### src/rtl/round_out_writeback.sv
// round_out_writeback: output writeback stage behind the 32-lane rounding stage.
// Accepts 256b lines (32 x signed 8b) over valid/ready, applies optional per-lane ReLU,
// buffers lines in a DEPTH-entry FIFO and issues one SRAM write per line from an
// auto-incrementing line address. A job is a start pulse, LEN lines, then a done pulse.
//
// Ports:
//   i_clk, i_rst_n        clock (rising edge), asynchronous active-low reset
//   i_start               job start pulse, only honoured in IDLE
//   i_base_addr/i_len     first write address / line count, latched on accepted start
//   i_relu_en             ReLU enable, latched on accepted start
//   i_dat_vld/i_dat       upstream line (lane k = bits [8k+7:8k])
//   o_dat_rdy             upstream ready
//   o_wr_en/o_wr_addr     SRAM write request / line address
//   o_wr_dat, i_wr_rdy    SRAM write data / SRAM accepts this cycle
//   o_busy, o_done        busy in RUN and DRAIN / one-cycle completion pulse
module round_out_writeback #(
  parameter int unsigned DEPTH  = 4,
  parameter int unsigned ADDR_W = 12,
  parameter int unsigned LEN_W  = 12
) (
  input  logic              i_clk,
  input  logic              i_rst_n,
  input  logic              i_start,
  input  logic [ADDR_W-1:0] i_base_addr,
  input  logic [LEN_W-1:0]  i_len,
  input  logic              i_relu_en,
  input  logic              i_dat_vld,
  input  logic [255:0]      i_dat,
  output logic              o_dat_rdy,
  output logic              o_wr_en,
  output logic [ADDR_W-1:0] o_wr_addr,
  output logic [255:0]      o_wr_dat,
  input  logic              i_wr_rdy,
  output logic              o_busy,
  output logic              o_done
);

  localparam int unsigned PtrW = $clog2(DEPTH);
  localparam logic [PtrW:0] FullCnt = (PtrW + 1)'(DEPTH);

  typedef enum logic [1:0] {StIdle, StRun, StDrain, StDone} state_e;

  state_e            state_q, state_d;
  logic [ADDR_W-1:0] addr_q;
  logic [LEN_W-1:0]  len_q;
  logic [LEN_W-1:0]  in_cnt_q;
  logic              relu_q;
  logic [PtrW-1:0]   wptr_q, rptr_q;
  logic [PtrW:0]     cnt_q;
  logic [255:0]      mem_q [DEPTH];

  logic              fifo_full, fifo_empty;
  logic              dat_rdy, wr_en;
  logic              push, pop, start_ok;
  logic [255:0]      relu_dat;

  assign fifo_full  = (cnt_q == FullCnt);
  assign fifo_empty = (cnt_q == '0);
  assign start_ok   = (state_q == StIdle) && i_start;
  assign push       = i_dat_vld && dat_rdy;
  assign pop        = wr_en && i_wr_rdy;

  // ReLU clamps negative lanes (sign bit set) to zero.
  always_comb begin
    relu_dat = i_dat;
    for (int k = 0; k < 32; k++) begin
      if (relu_q && i_dat[8*k+7]) begin
        relu_dat[8*k +: 8] = 8'h00;
      end
    end
  end

  // FSM: state register
  always_ff @(posedge i_clk or negedge i_rst_n) begin
    if (!i_rst_n) begin
      state_q <= StIdle;
    end else begin
      state_q <= state_d;
    end
  end

  // FSM: next state
  always_comb begin
    state_d = state_q;
    unique case (state_q)
      StIdle: begin
        if (i_start) begin
          state_d = (i_len != '0) ? StRun : StDone;
        end
      end
      StRun: begin
        if (push && ((in_cnt_q + LEN_W'(1)) == len_q)) begin
          state_d = StDrain;
        end
      end
      StDrain: begin
        // Leave as soon as the last write is accepted so done follows it by one cycle.
        if (fifo_empty || ((cnt_q == (PtrW + 1)'(1)) && pop)) begin
          state_d = StDone;
        end
      end
      StDone: begin
        state_d = StIdle;
      end
      default: begin
        state_d = StIdle;
      end
    endcase
  end

  // FSM: outputs
  always_comb begin
    o_busy    = (state_q == StRun) || (state_q == StDrain);
    o_done    = (state_q == StDone);
    dat_rdy   = (state_q == StRun) && !fifo_full && (in_cnt_q < len_q);
    wr_en     = o_busy && !fifo_empty;
    o_dat_rdy = dat_rdy;
    o_wr_en   = wr_en;
    o_wr_addr = addr_q;
    // Head is gated so the data bus reads zero whenever no write is requested.
    o_wr_dat  = wr_en ? mem_q[rptr_q] : '0;
  end

  // Job configuration, address and input counter
  always_ff @(posedge i_clk or negedge i_rst_n) begin
    if (!i_rst_n) begin
      addr_q   <= '0;
      len_q    <= '0;
      relu_q   <= 1'b0;
      in_cnt_q <= '0;
    end else if (start_ok) begin
      addr_q   <= i_base_addr;
      len_q    <= i_len;
      relu_q   <= i_relu_en;
      in_cnt_q <= '0;
    end else begin
      if (pop) begin
        addr_q <= addr_q + ADDR_W'(1);
      end
      if (push) begin
        in_cnt_q <= in_cnt_q + LEN_W'(1);
      end
    end
  end

  // FIFO pointers and occupancy
  always_ff @(posedge i_clk or negedge i_rst_n) begin
    if (!i_rst_n) begin
      wptr_q <= '0;
      rptr_q <= '0;
      cnt_q  <= '0;
    end else begin
      if (push) begin
        wptr_q <= wptr_q + PtrW'(1);
      end
      if (pop) begin
        rptr_q <= rptr_q + PtrW'(1);
      end
      unique case ({push, pop})
        2'b10:   cnt_q <= cnt_q + (PtrW + 1)'(1);
        2'b01:   cnt_q <= cnt_q - (PtrW + 1)'(1);
        default: cnt_q <= cnt_q;
      endcase
    end
  end

  // FIFO storage; contents are don't-care while the entry is not occupied.
  always_ff @(posedge i_clk) begin
    if (push) begin
      mem_q[wptr_q] <= relu_dat;
    end
  end

endmodule

### config.mk
export PLATFORM = sky130hd
export DESIGN_NAME = round_out_writeback
export DESIGN_NICKNAME = d
export VERILOG_FILES = /design/src/rtl/round_out_writeback.sv
export SDC_FILE = /design/constraint.sdc
export NUM_CORES = 1
export LEC_CHECK = 0
export BUFFER_PORTS_ARGS = -buffer_cell sky130_fd_sc_hd__buf_2
export CAP_MARGIN = 20
export CORE_MARGIN = 5
export CORE_UTILIZATION = 46
export DETAILED_ROUTE_END_ITERATION = 6
export PLACE_DENSITY_LB_ADDON = 0.3
export SLEW_MARGIN = 25
export SYNTH_ARGS = -nofsm -noshare
export SYNTH_HDL_FRONTEND = slang
export SYNTH_SLANG_ARGS = --single-unit
export TNS_END_PERCENT = 30
### constraint.sdc
create_clock -name i_clk -period 24.1 [get_ports i_clk]
set_input_delay 2.41 -clock i_clk [delete_from_list [all_inputs] [get_ports i_clk]]
set_output_delay 2.41 -clock i_clk [all_outputs]
set_load 0.01 [all_outputs]
==> out/qor_table.md, run 1 <==
| Item | Value |
|---|---|
| Combined buffer and inverter count along the critical path | 4 |
| Total Routed Length | 98200 um |
| Slowest Stage Delay on Critical Path | 0.87 ns |
| Later-pin clock latency in the skew report | 0.68 ns |
| Sequential cell area fraction in the yosys report | 74.0% |
| Outcome | finished, final reports clean |
| Category of the most critical setup path | flip-flop to output pin |
| Number of stages on the worst hold path | 2 |
| PortBufs | 557 |
| Slew of the pin with the lowest slew margin | 1.03 ns |
| Startpoint of the most critical register-to-register path | in_cnt_q[8] |
| Worst endpoint data arrival time | 4.76 ns |
| Final standard cell area without fillers | 0.0510 mm^2 |
| Final-stage net count | 3136 |
| Detailed-route wire length per cell | 23.5 um |
| Post-CTS setup buffer count | 0 |
| Number of antenna violations at the first check in global routing | 11 |
| Drt via density | 5.34 |
| Flip-flop cell with the highest count after synthesis | edfxtp_1 |
| Hold wc startpoint | cnt_q[1] |
| IO Pins | 558 |
| Synth warn | 0 |
| Peak ir drop on the vdd network | 0.000113 V |
| Number of max-cap violations | 0 |
| Number of enable flip-flop cells after synthesis | 1024 |
| CP dominant cell by count | buf_4 |
| Normalized max-slew margin | 31.5% |
| Site Rows | 112 |
| Clock sink count | 1070 |
| Setup slack, reg-to-reg | 19.94 ns |
| H-tree lvl count | 3 |
| Leakage power | 18.0 nW |
| Final count of hold timing violations | 0 |
| Die width | 316 um |
| Library cell occupying the most area in the post-synthesis netlist | edfxtp_1 |
| Clock transition at the registers of the reported paths | 0.06 ns |
| Drt initial violations | 1937 |
| Drc violations | 0 |
| Synthesized netlist net count | 2549 |
| Half-perimeter wire length of the detailed placement result | 60300 um |
| Gr ovfl total | 0 |
| Most area-consuming cells after synthesis | edfxtp_1 71%, mux4_2 13%, and2_1 7.0% |
| Crit-path cells | buf_4 > buf_4 > buf_6 > mux4_2 > and2_1 > buf_2 |
| Mapped cell area | 0.0431 mm^2 |
| Initial core utilization | 46.3% |
| Number of buffers inserted for hold repair after clock tree synthesis | 0 |
| Final GP Congestion | 0.840 |
| Worst setup skew after layout | 0.0185 ns |
| Min-Delay Path Class | flip-flop to flip-flop |
| Minimum hold slack | 0.537 ns |
| Post-synthesis instance total | 2235 |
| Kind of capture point of the worst setup path | output pin |
| Highest clock rate | 139 MHz |
| Syn Area/Cell | 19.3 um^2 |
| Share of Yosys cell area claimed by the top area cell type | 71.3% |
| Depth of the worst register-to-register path | 8 |
| Fraction of registers with async set/reset | 4.30% |
| Number of gates given a new drive strength after cts | 0 |
| Final critical-path share of the clock period | 29.7% |
| DIE AREA | 0.100 mm^2 |
| Fraction of final layout cells with drive strength greater than 1 | 34.7% |
| First drt pass iteration count | 5 |
| Unrepaired setup endpoints after global routing | no |
| Number of distinct standard cells referenced by the synthesized netlist | 44 |
| Clock tree from TritonCTS | built |
| R2R Path End | mem_q[0][192] |
| Element type at the critical path start | flip-flop |
| Die extent in y | 316 um |
| Maximum number of pins on one net before global-route repair | 139 |
| Required arrival time at the worst endpoint | 21.69 ns |
| Stages on the worst setup path | 6 |
| Layout overhead on the synthesized area | 18.3% |
| Slew Limit Fails | 0 |
| Area of the core | 0.0932 mm^2 |
| Maximum fanout encountered on the critical timing path | 46 |
| Worst min-delay path endpoint | cnt_q[1] |
| Flip-flop and latch count after synthesis | 1070 |
| Top cell family by delay on the critical path | buffers and inverters |
| Global routing usage summed across all routing layers | 19.3% |
| DR vias | 22.3k |
| Power per cell area | 124 mW/mm^2 |
| Global-route wire length before repair | 148000 um |
| Number of buffers between clock root and the deepest sink | 3 |
| Vias in the first global route | 23.8k |
| Setup TNS after final layout | 0 ns |
| Antenna Violating Nets Remaining | 0 |
| Min Clock Period, post-route | 7.17 ns |
| Worst-path cell with the longest stage delay | dfrtp_4 |
| Final setup violation count | 0 |
| Placed Area | 0.0474 mm^2 |
| TritonCTS buffer count | 107 |
| CTS root buf | clkbuf_16 |
[cell families after synthesis]
| group | count (synthesis) | share of synthesized area, % |
|---|---|---|
| AOI/OAI and AO/OA | 47 | 0.676 |
| xor gates and xnor gates | 42 | 0.853 |
| adders and majority gates | 28 | 0.812 |
| buffers and inverters | 124 | 1.15 |
| DFF | 1070 | 74.0 |
| muxes | 261 | 13.5 |
| and+or+nand+nor | 663 | 9.07 |
[per-stage QoR]
step / total power, mW / util (%) / worst slack (ns) / cells
floorplan: 3.89 / - / 14.36 / 2235
global placement: 4.70 / 50.8 / 17.10 / 3961
detailed placement: 4.73 / 50.9 / 17.12 / 3965
CTS: 6.40 / 54.7 / 16.36 / 4165
global route: 6.64 / 54.7 / 16.36 / 4168
finish: 6.30 / 54.7 / 16.93 / 4176
[cell usage in the layout (no fill, tap or decap), types with 7 or more instances in the layout]
cell,instances
edfxtp_1,1024
buf_2,556
and2_1,482
mux4_2,256
clkbuf_16,109
nand2_1,76
dfrtp_1,43
nor2b_1,35
o21ai_0,28
ha_1,28
xor2_1,23
clkinv_1,22
clkinv_2,22
nor2_1,20
clkbuf_1,20
inv_1,19
xnor2_1,19
nand3_1,14
bufinv_16,13
buf_4,11
diode_2,9
buf_12,9
and3_1,7
clkinvlp_4,7
[synth_stat cells, drive strengths merged, types with 2 or more instances]
library cell / instances
nand2: 76
clkbuf: 72
and3: 8
nand4: 3
edfxtp: 1024
a211oi: 3
xor2: 23
ha: 28
o211ai: 2
o21ai: 28
o41ai: 2
a21oi: 4
nor2b: 35
nor4: 6
xnor2: 19
a211o: 2
dfrtp: 46
mux2i: 5
inv: 20
and2: 486
nor3: 5
buf: 32
mux4: 256
or3: 3
nor2: 20
a41oi: 2
nand3: 14
[per-layer routing]
layer  track usage, %  vias up  part of all wire (%)  wire length (um)
li1                 -     9898                     -                 -
met1             26.1    11600                    40             39600
met2             31.9      731                    50             48800
met3             5.15      126                   8.1              7940
met4             4.63        4                   1.8              1770
met5                0        -                 0.021                21
[flip-flops by register name (all words and copies together), names as in the netlist]
name	count
rptr_q	2
mem_q	1024
relu_q	1
o_wr_addr	12
in_cnt_q	12
len_q	12
state_q	2
wptr_q	2
cnt_q	3
[worst max-delay path by stage]
stage,startpoint,end,slack (ns)
after floorplan,i_dat_vld,mem_q[0][0],14.36
after global placement,rptr_q[0],o_wr_dat[221],17.10
after detailed placement,rptr_q[0],o_wr_dat[221],17.12
after CTS,rptr_q[0],o_wr_dat[134],16.36
after global routing,rptr_q[0],o_wr_dat[215],16.36
final,rptr_q[0],o_wr_dat[215],16.93
[report_power, final]
group / internal [mW] / leakage [nW] / switching [mW]
logic: 0.948 / 6.36 / 1.25
registers: 2.34 / 9.88 / 0.114
clock network: 0.968 / 1.71 / 0.683
[cell type report]
| type | instances | area (um^2) |
|---|---|---|
| Tap cell | 1254 | 1570 |
| Sequential cell | 1070 | 31900 |
| Timing Repair Buffer | 582 | 3160 |
| Fill cell | 7239 | 42200 |
| Multi-Input combinational cell | 1041 | 10800 |
| Inverter | 20 | 75.1 |
| Clock inverter | 71 | 712 |
| Antenna cell | 9 | 22.5 |
| Clock buffer | 129 | 2800 |
[worst min-delay path, stage by stage (launching register included)]
cell     delay [ns]
dfrtp_1        0.37
nand2_1        0.06
o21ai_0        0.07
Power figures use the tool's default switching activity.
==> run 2: changes to the inputs <==
- ABC_AREA: unset -> 1
- clock period: 24.1 -> 6 ns (I/O delays scaled with it)
==> run 2 against run 1 <==
Register-to-register slack worse by 17 ns; critical path depth is 1 lower; clock skew is 0.0029 ns higher; clock power grew to 3.9 times the previous value; synthesized cell count is 79% higher; non-clock buffer count is 15 higher; cell area is 2.1% higher; largest cell class unchanged.
==> out/qor_table.md, run 2 <==
| Item | Value | vs previous |
|---|---|---|
| Outcome | finished, final reports clean |  |
| Final standard cell area without fillers | 0.0521 mm^2 | +2.1% |
| Pre-CTS WS | 2.53 ns | -14.58 ns |
| Post-synthesis instance total | 4010 | +79% |
| DR vias | 30.7k | +38% |
| Later-pin clock latency in the skew report | 0.69 ns | about the same |
| Die width | 321 um | +1.5% |
| Sequential cell area fraction in the yosys report | 71.7% | -2.2 points |
| Drt via density | 5.22 | -2.3% |
| Syn Area/Cell | 11.1 um^2 | -43% |
| Clock sink count | 1070 | unchanged |
| Half-perimeter wire length of the detailed placement result | 67100 um | +11% |
| Drc violations | 0 | unchanged |
| Slew Limit Fails | 0 | unchanged |
| Total Routed Length | 113000 um | +15% |
| Worst path setup slack after routing | 1.79 ns | -15.14 ns |
| Drt initial violations | 2900 | +50% |
| Leakage power | 20.2 nW | +12% |
| Number of distinct standard cells referenced by the synthesized netlist | 35 | -20% |
| Initial core utilization | 46.2% | -0.086 points |
| Power per cell area | 498 mW/mm^2 | +300% |
| Most frequent cells after synthesis | 1311 x nor2_1, 1024 x edfxtp_1, 549 x o21ai_0 |  |
| Synth warn | 0 | unchanged |
| Global routing usage summed across all routing layers | 21.0% | +1.7 points |
| Site Rows | 114 | +1.8% |
| Most area-consuming cells after synthesis | edfxtp_1 69%, nor2_1 11%, o21ai_0 6.2% |  |
| H-tree lvl count | 3 | unchanged |
| Share of Yosys cell area claimed by the top area cell type | 69.1% | -2.2 points |
| Vias in the first global route | 29.4k | +23% |
| Highest clock rate | 238 MHz |  |
| Required arrival time at the worst endpoint | 5.40 ns | -16.29 ns |
| Antenna Violating Nets Remaining | 0 | unchanged |
| Maximum number of pins on one net before global-route repair | 203 | +46% |
| Min Clock Period, post-route | 4.21 ns |  |
| Final setup violation count | 0 | unchanged |
| Placed Area | 0.0486 mm^2 | +2.5% |
| Post-layout total power | 25.9 mW | +310% |
| Detailed-route wire length per cell | 19.2 um | -18% |
| Final-stage net count | 4821 | +54% |
| Minimum hold slack | 0.128 ns | -0.409 ns |
| Unrepaired setup endpoints after global routing | no |  |
| Final count of hold timing violations | 0 | unchanged |
| Global-route wire length before repair | 170000 um | +15% |
| Number of antenna violations at the first check in global routing | 4 | -7 |
| Area of the core | 0.0963 mm^2 | +3.3% |
| Normalized max-slew margin | 29.7% | -1.9 points |
| Fraction of final layout cells with drive strength greater than 1 | 16.7% | -18 points |
| First drt pass iteration count | 5 | unchanged |
| Die extent in y | 321 um | +1.5% |
| Clock tree from TritonCTS | built |  |
| Element type at the critical path start | flip-flop |  |
| Fraction of registers with async set/reset | 4.30% | unchanged |
| Flip-flop and latch count after synthesis | 1070 | unchanged |
| Gr ovfl total | 0 | unchanged |
| Slew of the pin with the lowest slew margin | 1.06 ns | +0.0280 ns |
| Worst endpoint data arrival time | 3.61 ns | -1.15 ns |
| TritonCTS buffer count | 109 | +1.9% |
| Clock transition at the registers of the reported paths | 0.06 ns | about the same |
| Kind of capture point of the worst setup path | output pin |  |
| Register bank with the most flops | mem_q |  |
| Layout overhead on the synthesized area | 17.1% |  |
| Most used cells in the layout excluding fill and tap cells | 1307 x nor2_1, 1024 x edfxtp_1, 557 x buf_2 |  |
| IO Pins | 558 | unchanged |
| CTS root buf | clkbuf_16 |  |
| Library cell occupying the most area in the post-synthesis netlist | edfxtp_1 |  |
| Number of max-cap violations | 0 | unchanged |
| Filler Cells Inserted | 8100 | +12% |
| Number of gates given a new drive strength after cts | 0 | unchanged |
| Most common cell after layout, fill and taps aside | nor2_1 |  |
| PortBufs | 557 | unchanged |
| Mapped cell area | 0.0445 mm^2 | +3.1% |
| Maximum fanout encountered on the critical timing path | 174 | +280% |
| Final critical-path share of the clock period | 70.1% |  |
| Number of buffers between clock root and the deepest sink | 3 | unchanged |
| DIE AREA | 0.103 mm^2 | +3.0% |
| Number of flip-flops in the largest register | 1024 | unchanged |
| Peak ir drop on the vdd network | 0.000407 V | +260% |
| Category of the most critical setup path | flip-flop to output pin |  |
| Final GP Congestion | 0.824 | -1.9% |
| Flip-flop cell with the highest count after synthesis | edfxtp_1 |  |
| Min-Delay Path Class | input pin to flip-flop |  |
| Dominant cell by count in the synthesized netlist | nor2_1 |  |
| Finished Core Util | 54.1% | -0.63 points |
| Worst setup skew after layout | 0.0214 ns | +0.00289 ns |
| Synthesized netlist net count | 4324 | +70% |
| Number of enable flip-flop cells after synthesis | 1024 | unchanged |
## run 2: changes by cell type in the layout (fill, tap and decap cells not counted), sizes merged, moves of 35 or more
cell,previous run,this run
nand2,76,126
nor2b,35,0
inv,25,350
nor2,20,1315
and2,486,0
mux4,256,0
a21oi,4,271
o21ai,28,550
## run 2: critical path, stage by stage (launching register included)
cell	delay (ns)
dfrtp_4	0.76
inv_8	0.77
buf_4	0.52
o21ai_0	0.18
a21oi_1	0.33
buf_2	0.21
## run 2: what timing repair did
action | CTS | global route
hold buffers | 1 | 0
buffers inserted | 0 | 0
hold endpoints to repair | 4 | 0
## run 2: report_power, final
part / switching (mW) / total (mW) / leakage, nW / internal, mW
clock network: 2.79 / 6.47 / 1.66 / 3.68
logic: 6.81 / 9.62 / 8.62 / 2.81
registers: 0.426 / 9.86 / 9.88 / 9.43
## run 2: logic make-up after synthesis
| family | count (synthesis) | synth area share [%] |
|---|---|---|
| AOI/OAI and AO/OA | 835 | 9.46 |
| xor gates and xnor gates | 10 | 0.197 |
| adders and majority gates | 28 | 0.788 |
| buffers and inverters | 560 | 4.83 |
| DFF | 1070 | 71.7 |
| and+or+nand+nor | 1507 | 13.0 |
## run 2: cell type report
cell class	instances	area (um^2)	area share (%)
sequential	1070	31900	61.3
multi-input combinational	2380	10500	20.1
timing repair buffer	597	3340	6.42
clock buffer	137	2850	5.48
tap	1276	1600	3.06
inverter	349	1330	2.56
clock inverter	67	581	1.11
antenna	4	10.0	0.0192
## run 2: path summary, 6_finish.rpt
kind / startpoint / depth (start not counted) / slack (ns) / endpoint
max in group asynchronous: i_rst_n / 3 / 4.95 / rptr_q[0]
min in group asynchronous: i_rst_n / 3 / 0.57 / len_q[7]
worst min register to register: len_q[0] / 2 / 0.52 / len_q[0]
worst min-delay path: i_relu_en / 3 / 0.13 / relu_q
worst max-delay path: rptr_q[0] / 5 / 1.79 / o_wr_dat[180]
worst max register to register: in_cnt_q[7] / 8 / 2.64 / mem_q[0][165]
## run 2: metrics by stage
step / setup TNS, ns / cells
after floorplan: -2623.23 / 4010
after global placement: 0 / 5669
after detailed placement: 0 / 5669
after CTS: 0 / 5874
after global routing: 0 / 5879
final: 0 / 5880
## run 2: metal layers
metal / part of all wire [%] / global-route usage [%] / vias up
li1: - / - / 14600
met1: 41 / 28.6 / 14800
met2: 49 / 35.1 / 1113
met3: 7.3 / 3.67 / 186
met4: 2.8 / 6.17 / 0
met5: 0 / 0 / -
